`src/rtl/channel_capture_pkg.sv`:
```
// Shared types and default widths for the 64-channel logic-capture reader.
package channel_capture_pkg;

  localparam int unsigned CH_W_DFLT       = 64;
  localparam int unsigned DUR_W_DFLT      = 32;
  localparam int unsigned FIFO_DEPTH_DFLT = 16;
  localparam int unsigned REC_W           = DUR_W_DFLT + CH_W_DFLT + 1;

  typedef enum logic [1:0] {
    IDLE  = 2'd0,
    ARMED = 2'd1,
    RUN   = 2'd2,
    FLUSH = 2'd3
  } state_t;

  typedef struct packed {
    logic                  tlast;
    logic [DUR_W_DFLT-1:0] dur;
    logic [CH_W_DFLT-1:0]  val;
  } record_t;

  // Record width for a given channel/duration width pair.
  function automatic int unsigned rec_width(input int unsigned ch_w, input int unsigned dur_w);
    return dur_w + ch_w + 1;
  endfunction

endpackage

```
`src/rtl/capture_fifo.sv`:
```
// Synchronous first-word-fall-through record FIFO with synchronous clear.
module capture_fifo #(
  parameter int unsigned WIDTH = 97,
  parameter int unsigned DEPTH = 16
) (
  input  logic             clk,
  input  logic             rst,
  input  logic             clear,
  input  logic             push,
  input  logic [WIDTH-1:0] push_data,
  output logic             full,
  input  logic             pop,
  output logic             empty,
  output logic [WIDTH-1:0] pop_data
);

  localparam int unsigned AW = $clog2(DEPTH);
  localparam int unsigned CW = AW + 1;

  logic [WIDTH-1:0] mem [DEPTH];
  logic [AW-1:0]    wr_ptr;
  logic [AW-1:0]    rd_ptr;
  logic [CW-1:0]    count;
  logic             do_push;
  logic             do_pop;

  assign full  = (count == CW'(DEPTH));
  assign empty = (count == '0);

  // A full FIFO still accepts a push when the head leaves in the same cycle.
  assign do_pop  = pop & ~empty & ~clear;
  assign do_push = push & ~clear & (~full | do_pop);

  always_ff @(posedge clk or posedge rst) begin
    if (rst) begin
      wr_ptr <= '0;
      rd_ptr <= '0;
      count  <= '0;
    end else if (clear) begin
      wr_ptr <= '0;
      rd_ptr <= '0;
      count  <= '0;
    end else begin
      if (do_push) wr_ptr <= wr_ptr + AW'(1);
      if (do_pop)  rd_ptr <= rd_ptr + AW'(1);
      count <= count + CW'(do_push) - CW'(do_pop);
    end
  end

  always_ff @(posedge clk) begin
    if (do_push) mem[wr_ptr] <= push_data;
  end

  // Head is forced to zero while empty so the stream bus idles at zero.
  assign pop_data = empty ? '0 : mem[rd_ptr];

endmodule

```
`src/rtl/channel_capture.sv`:
```
// Triggered 64-channel logic capture, run-length encoded into {duration, value} records.
module channel_capture
  import channel_capture_pkg::*;
#(
  parameter int unsigned CH_W       = CH_W_DFLT,
  parameter int unsigned DUR_W      = DUR_W_DFLT,
  parameter int unsigned FIFO_DEPTH = FIFO_DEPTH_DFLT
) (
  input  logic                  clk,
  input  logic                  rst,
  input  logic                  arm,
  input  logic                  stop,
  input  logic                  abort,
  input  logic                  trigger,
  input  logic [CH_W-1:0]       channels,
  output logic [DUR_W+CH_W-1:0] m_tdata,
  output logic                  m_tvalid,
  input  logic                  m_tready,
  output logic                  m_tlast,
  output logic                  running,
  output logic                  overflow
);

  localparam int unsigned RW = rec_width(CH_W, DUR_W);
  localparam logic [DUR_W-1:0] DUR_MAX = '1;

  typedef struct packed {
    logic             tlast;
    logic [DUR_W-1:0] dur;
    logic [CH_W-1:0]  val;
  } rec_t;

  logic            trig_s1, trig_s2, trig_d;
  logic [CH_W-1:0] ch_s1, ch_s2;
  logic            trig_edge;

  state_t           state, state_n;
  logic [CH_W-1:0]  cur_val, cur_val_n;
  logic [DUR_W-1:0] dur, dur_n;
  logic             push, push_last, ovf_set, ovf_clr, fifo_clear;
  logic             fifo_full, fifo_empty, pop, room;
  rec_t             push_rec, pop_rec;

  // Two-flop synchronizers plus a delayed trigger copy for edge detection.
  always_ff @(posedge clk or posedge rst) begin
    if (rst) begin
      trig_s1 <= 1'b0;
      trig_s2 <= 1'b0;
      trig_d  <= 1'b0;
      ch_s1   <= '0;
      ch_s2   <= '0;
    end else begin
      trig_s1 <= trigger;
      trig_s2 <= trig_s1;
      trig_d  <= trig_s2;
      ch_s1   <= channels;
      ch_s2   <= ch_s1;
    end
  end

  assign trig_edge = trig_s2 & ~trig_d;
  assign pop       = m_tvalid & m_tready;
  assign room      = ~fifo_full | pop;

  always_comb begin
    state_n    = state;
    cur_val_n  = cur_val;
    dur_n      = dur;
    push       = 1'b0;
    push_last  = 1'b0;
    ovf_set    = 1'b0;
    ovf_clr    = 1'b0;
    fifo_clear = 1'b0;
    case (state)
      IDLE: begin
        if (arm) begin
          state_n = ARMED;
          ovf_clr = 1'b1;
        end
      end
      ARMED: begin
        if (abort) begin
          state_n = IDLE;
        end else if (trig_edge) begin
          state_n   = RUN;
          cur_val_n = ch_s2;
          dur_n     = DUR_W'(1);
        end
      end
      RUN: begin
        if (abort) begin
          state_n    = IDLE;
          fifo_clear = 1'b1;
        end else if (stop) begin
          state_n = FLUSH;
        end else if (ch_s2 != cur_val) begin
          push      = 1'b1;
          cur_val_n = ch_s2;
          dur_n     = DUR_W'(1);
        end else if (dur == DUR_MAX) begin
          push  = 1'b1;
          dur_n = DUR_W'(1);
        end else begin
          dur_n = dur + DUR_W'(1);
        end
        // A dropped record still advances the encoder as if it were stored.
        ovf_set = push & ~room;
      end
      FLUSH: begin
        if (abort) begin
          state_n    = IDLE;
          fifo_clear = 1'b1;
        end else if (room) begin
          push      = 1'b1;
          push_last = 1'b1;
          state_n   = IDLE;
        end
      end
      default: state_n = IDLE;
    endcase
  end

  always_ff @(posedge clk or posedge rst) begin
    if (rst) begin
      state    <= IDLE;
      cur_val  <= '0;
      dur      <= '0;
      overflow <= 1'b0;
      running  <= 1'b0;
    end else begin
      state   <= state_n;
      cur_val <= cur_val_n;
      dur     <= dur_n;
      running <= (state_n == RUN) || (state_n == FLUSH);
      if (ovf_clr)      overflow <= 1'b0;
      else if (ovf_set) overflow <= 1'b1;
    end
  end

  assign push_rec = '{tlast: push_last, dur: dur, val: cur_val};

  capture_fifo #(
    .WIDTH (RW),
    .DEPTH (FIFO_DEPTH)
  ) u_fifo (
    .clk       (clk),
    .rst       (rst),
    .clear     (fifo_clear),
    .push      (push & room),
    .push_data (push_rec),
    .full      (fifo_full),
    .pop       (pop),
    .empty     (fifo_empty),
    .pop_data  (pop_rec)
  );

  assign m_tvalid = ~fifo_empty;
  assign m_tlast  = pop_rec.tlast;
  assign m_tdata  = {pop_rec.dur, pop_rec.val};

endmodule
```
`config.mk`:
```
export PLATFORM = sky130hd
export DESIGN_NAME = channel_capture
export DESIGN_NICKNAME = d
export VERILOG_FILES = /design/src/rtl/channel_capture_pkg.sv /design/src/rtl/capture_fifo.sv /design/src/rtl/channel_capture.sv
export SDC_FILE = /design/constraint.sdc
export NUM_CORES = 2
export LEC_CHECK = 0
export ABC_CLOCK_PERIOD_IN_PS = 29800
export BUFFER_PORTS_ARGS = -buffer_cell sky130_fd_sc_hd__buf_2
export CORE_UTILIZATION = 60
export CTS_BUF_LIST = sky130_fd_sc_hd__clkbuf_4
export CTS_CLUSTER_DIAMETER = 80
export DETAILED_ROUTE_END_ITERATION = 8
export PLACE_DENSITY = 0.77
export SLEW_MARGIN = 0
export SYNTH_ARGS = -nofsm -noshare
export SYNTH_HDL_FRONTEND = slang
export SYNTH_SLANG_ARGS = --single-unit
```
`constraint.sdc`:
```
create_clock -name clk -period 29.8 [get_ports clk]
set_input_delay 2.98 -clock clk [delete_from_list [all_inputs] [get_ports clk]]
set_output_delay 2.98 -clock clk [all_outputs]
set_load 0.01 [all_outputs]
```
Yosys cells after proc, flatten, opt, wreduce, memory -nomap -nowiden
Memories as Yosys holds them, arrays and structs flattened.
Index checks and enable logic that the tools add are counted.
{ "totals": {"latch_bits": 0, "rom_bits": 0, "output_inout_bits": 100, "n_memories": 1, "reg_bits": 244, "ramBits": 1552, "input_bits": 71} }
{ "mem_list": {"columns": ["name", "depth", "width", "rd", "rd_clocked_by_memory_dff", "wr", "line", "text"], "rows": [
  ["u_fifo.mem", 16, 97, 1, 0, 1, "capture_fifo.sv:20", "logic [WIDTH-1:0] mem [DEPTH];"]
]} }
{ "op_classes": {"div": 0, "bitwise": 15, "order_cmp": 0, "eq_ne": 13, "mux": 45, "addsub": 5, "shifts": 0, "n_reduce_logical": 10, "n_mul": 0} }
{ "ops": {"columns": ["op", "count"], "rows": [
  ["64-bit 2-to-1 mux", 5],
  ["32-bit 2-to-1 mux", 6],
  ["64-bit one-hot mux with 2 select lines", 1],
  ["97-bit 2-to-1 mux", 1],
  ["64-bit inequality test", 1],
  ["32-bit one-hot mux with 2 select lines", 1],
  ["32-bit by 1-bit adder with 32-bit output, second input constant", 1],
  ["32-bit equality test, second input constant", 1],
  ["1-bit 2-to-1 mux", 17],
  ["4-bit 2-to-1 mux", 4],
  ["2-bit 2-to-1 mux", 7],
  ["2-bit inequality test, second input constant", 5],
  ["4-bit by 1-bit adder with 4-bit output, second input constant", 2],
  ["1-bit bitwise AND", 8],
  ["2-bit equality test, second input constant", 4],
  ["2-bit one-hot mux with 4 select lines", 1],
  ["2-bit nonzero test", 4],
  ["6-bit AND reduction", 1],
  ["5-bit by 1-bit adder with 5-bit output", 1],
  ["5-bit equality test, second input constant", 1],
  ["5-bit logical NOT", 1],
  ["5-bit 2-to-1 mux", 1],
  ["1-bit inverter", 5],
  ["5-bit AND reduction", 1],
  ["other kinds (7)", 8]
]} }

Depth between registers and ports, before layout
{ "logic_depth": {"ltp_word": 13, "mapped_depth": 16, "ltp_nobuf": 16} }

By module
A second synthesis with hierarchy kept.
{ "unflattened": {"hier_cells": 3035, "area_unflattened_um2": 67617.4} }
{ "by_module_without_submodules": {"columns": ["mod", "cells_each", "instances", "seq_area_each_um2", "area_each_um2"], "rows": [
  ["capture_fifo", 2482, 1, 46930.0, 59348.2],
  ["channel_capture", 553, 1, 5780.5, 8269.2]
]} }

Worst setup path before layout
No wires, ideal clock.
{ "synth_timing": {"path_kind": "input to register", "startpoint": "in abort", "endpoint": "mem u_fifo.mem[10][0] (enable)", "stages": 6, "t_arrival_ns": 13.630, "t_required_ns": 28.975, "setup_slack_ns": 15.345, "cell_sequence": "clkbuf_1 -> inv_1 -> o2111a_1 -> o31a_1 -> buf_4 -> nor4b_1"} }
{ "synth_between": {"elab_chain_len": 8} }
{ "synth_rtl": {"columns": ["item", "line", "text"], "rows": [
  ["start: declaration", "channel_capture.sv:13", "input logic abort,"],
  ["1-bit 2-to-1 mux (on tied branches)", "channel_capture.sv:91, channel_capture.sv:110", null],
  ["1-bit 2-to-1 mux (on tied branches)", null, null],
  ["1-bit one-hot mux with 2 select lines or 1-bit inverter (tied branches)", "channel_capture.sv:74, capture_fifo.sv:31, capture_fifo.sv:32", null],
  ["1-bit bitwise AND (on tied branches)", "channel_capture.sv:149, capture_fifo.sv:31", null],
  ["1-bit bitwise AND or 1-bit OR (tied branches)", "capture_fifo.sv:32", "assign do_push = push & ~clear & (~full | do_pop);"],
  ["1-bit bitwise AND *", "capture_fifo.sv:32", null],
  ["1-bit 2-to-1 mux *", "capture_fifo.sv:51", "if (do_push) mem[wr_ptr] <= push_data;"],
  ["1-bit 2-to-1 mux (implied by the code) *", "capture_fifo.sv:51", null],
  ["end: declaration", "capture_fifo.sv:20", null]
]} }
Mark *: on every way between the ends. The rest lies on a longest branch, timed or not. The select of a mux whose other input is x is not followed.

Final worst setup path
{ "layout_timing": {"startpoint": "reg u_fifo.rd_ptr[0]", "endpoint": "out m_tdata[87]"} }
{ "layout_between": {"elab_chain_len": 2} }
{ "layout_rtl": {"columns": ["item", "line", "text"], "rows": [
  ["start: declaration", "capture_fifo.sv:22", "logic [AW-1:0] rd_ptr;"],
  ["start signal: assignment", "capture_fifo.sv:45", "if (do_pop) rd_ptr <= rd_ptr + AW'(1);"],
  ["memory read 16 x 97 bit", null, null],
  ["97-bit 2-to-1 mux", "capture_fifo.sv:55", "assign pop_data = empty ? '0 : mem[rd_ptr];"],
  ["end: declaration", "channel_capture.sv:16", "output logic [DUR_W+CH_W-1:0] m_tdata,"]
]} }
No other way between the ends.

==> results.ini <==
[clock_tree]
hold_buffers = 0
postCtsSetupBuffers = 0
numCtsBuffers = 435
cts_resized = 0
htreeDepth = 5
cts_root_buffer = clkbuf_4
cts_sinks = 1795
insertion_delay_ns = 1.25
tritoncts = yes
clockBufferDepth = 4
path_clk_slew_ns = 0.07

[sta]
clock_skew_ns = 0.121
drv_slew = 0
period_minus_slack_ns = 9.22
holdWs_ns = 0.303
setup_violations = 0
setup_slack_ns = 20.58
fmax_mhz = 108
relSlewSlack_pct = 12.2
finalCritPeriodShare_pct = 31.0
rsz0062_at_grt = no
hold_viol = 0
worst_pin_slew_ns = 1.31
tns_ns = 0

[final_layout]
fillCellCount = 6659
layout_commonest_cell = edfxtp_1
layout_common_cells = edfxtp_1, clkbuf_4, mux4_2
fin_nets = 3528
area_growth_pct = 12.1
final_cells = 5274
drive_gt1_share_pct = 39.2
final_util_pct = 68.2

[floorplan]
core_um2 = 111000
core.rowCount = 122
die_w_um = 338
die-area_um2 = 114000
die_height_um = 338
start_util_pct = 60.9
boundaryPins = 171

[synthesis]
synth-seq-area-share_pct = 77.8
synth_top_flop_cell = edfxtp_1
synthesis.area_um2 = 67700
synth_cell_type_count = 50
synthCells = 2910
postSynthNetCount = 2994
async_reset_ff_share_pct = 13.5
synth_warnings = 0
synth_edf_count = 1552
ys_seq_elements = 1795
synth.avg_cell_area_um2 = 23.3

[place]
dp_worst_setup_slack_ns = 21.56
dp_cells = 4495
gp_congestion = 0.776
numPortBuffers = 170
place_hpwl_mm = 78.0

[detailed_routing]
drt_iter0_markers = 3553
ant_nets = 0
dr.pass1.iters = 5
drc = 0
vias = 32900
routed_wl_mm = 150
wl_per_cell_um = 28.4
vias_per_cell = 6.24

[worst_setup_path]
crit_type = flip-flop to output pin
arrival_ns = 6.24
crit_path_max_fanout = 114
cp-start-kind = flip-flop
cp_slowest_stage_delay_ns = 0.97
crit_required_ns = 26.82
rrSetupSlack_ns = 23.80
critPathCaptureType = output pin
path_cells = buf_4, buf_12, buf_4, mux4_2, mux4_2, and2_1, buf_2
critPathSlowestCell = dfrtp_4

[power_and_ir_drop]
powerDensity_nw_per_um2 = 89.2
p_leak_nw = 25.1
ir_drop_uv = 75.3

[run_status]
status = finished, final reports clean

[global_route]
grt_usage_pct = 27.0
antenna_found_initial = 5
grt_pass1_vias = 34700
gr-total-overflow = 0
grt_max_degree = 115
grt_pass1_wl_mm = 220

[job]
max_cap_violations = 0

[min_path]
hold_class = flip-flop to flip-flop

==> sequential cells by signal, summed over array words and instances (netlist names) <==
| name | flops |
|---|---|
| u_fifo.mem | 1552 |
| ch_s1 | 64 |
| ch_s2 | 64 |
| cur_val | 64 |
| dur | 32 |
| u_fifo.count | 5 |
| u_fifo.rd_ptr | 4 |
| u_fifo.wr_ptr | 4 |
| overflow | 1 |
| running | 1 |
| state | 1 |
| trig_d | 1 |
| trig_s1 | 1 |
| trig_s2 | 1 |
==> Yosys cell counts, types with 9 or more instances <==
cell,n,share of area [%]
buf_1,23,0.13
nor3_1,12,0.089
nand2_1,23,0.13
o21ai_0,15,0.11
buf_2,24,0.18
nor2_1,40,0.22
edfxtp_1,1552,69
ha_1,12,0.22
a21oi_1,9,0.066
nand3_1,19,0.14
inv_1,20,0.11
xor2_1,20,0.26
mux2_2,64,1.1
mux4_2,485,16
clkbuf_1,87,0.48
nand4_1,25,0.23
dfrtp_1,243,9.0
and2_1,104,0.96
xnor2_1,73,0.94
==> cell type report <==
type	count	area, um^2	area share [%]
Tap cell	1488	1860	2.45
Antenna cell	2	5.00	0.00659
Sequential cell	1795	52700	69.4
Multi-Input combinational cell	959	14500	19.1
Clock buffer	636	4770	6.29
Clock inverter	141	651	0.857
Inverter	20	82.6	0.109
Timing Repair Buffer	233	1350	1.78
==> power breakdown <==
part           switching [W]  total, W  internal (W)
combinational       0.000743   0.00156      0.000813
sequential          0.000291   0.00328       0.00299
clock               0.000939   0.00194      0.000997
total                0.00197   0.00677       0.00480
==> worst paths after layout <==
path,from,endpoint,cells after the start
max in group asynchronous,rst,cur_val[32],4
min in group asynchronous,rst,u_fifo.wr_ptr[1],2
worst max-delay path,u_fifo.rd_ptr[0],m_tdata[87],7
worst min-delay path,ch_s1[38],ch_s2[38],0
worst max register to register,dur[0],u_fifo.mem[2][20],9
worst min register to register,ch_s1[38],ch_s2[38],0
==> cell families (layout without fill, tap and decap cells) <==
| group | count (synthesis) | in the layout | share of synthesized area [%] |
|---|---|---|---|
| compound gates | 34 | 34 | 0.297 |
| flops | 1795 | 1795 | 77.8 |
| simple gates | 266 | 266 | 2.30 |
| xor+xnor | 93 | 93 | 1.20 |
| mux | 553 | 553 | 17.2 |
| other cells | 0 | 2 | 0 |
| buf+inv | 156 | 1030 | 0.916 |
| fa+ha+maj | 13 | 13 | 0.251 |
==> worst max-delay path: cells and delay by family (launching register included) <==
kind	cells	cell delay [ns]
DFF	1	0.97
and+or+nand+nor	1	0.19
buffers and inverters	4	2.51
muxes	2	1.13
==> through the flow <==
step	area (um^2)	power, W
CTS	75900	0.00684
global placement	70500	0.00485
finish	75900	0.00677
floorplan	67700	0.00433
global route	75900	0.00707
detailed placement	70500	0.00491
==> per-layer routing <==
metal,wire [um],part of all wire (%),vias up,GRT usage [%]
met1,57000,38,17300,37.2
met3,15100,10,236,6.74
met4,3380,2.3,0,9.07
met2,74100,50,1931,43.0
met5,0,0,-,0
li1,-,-,13500,-
Note: power is estimated with default switching activity, not from simulation.
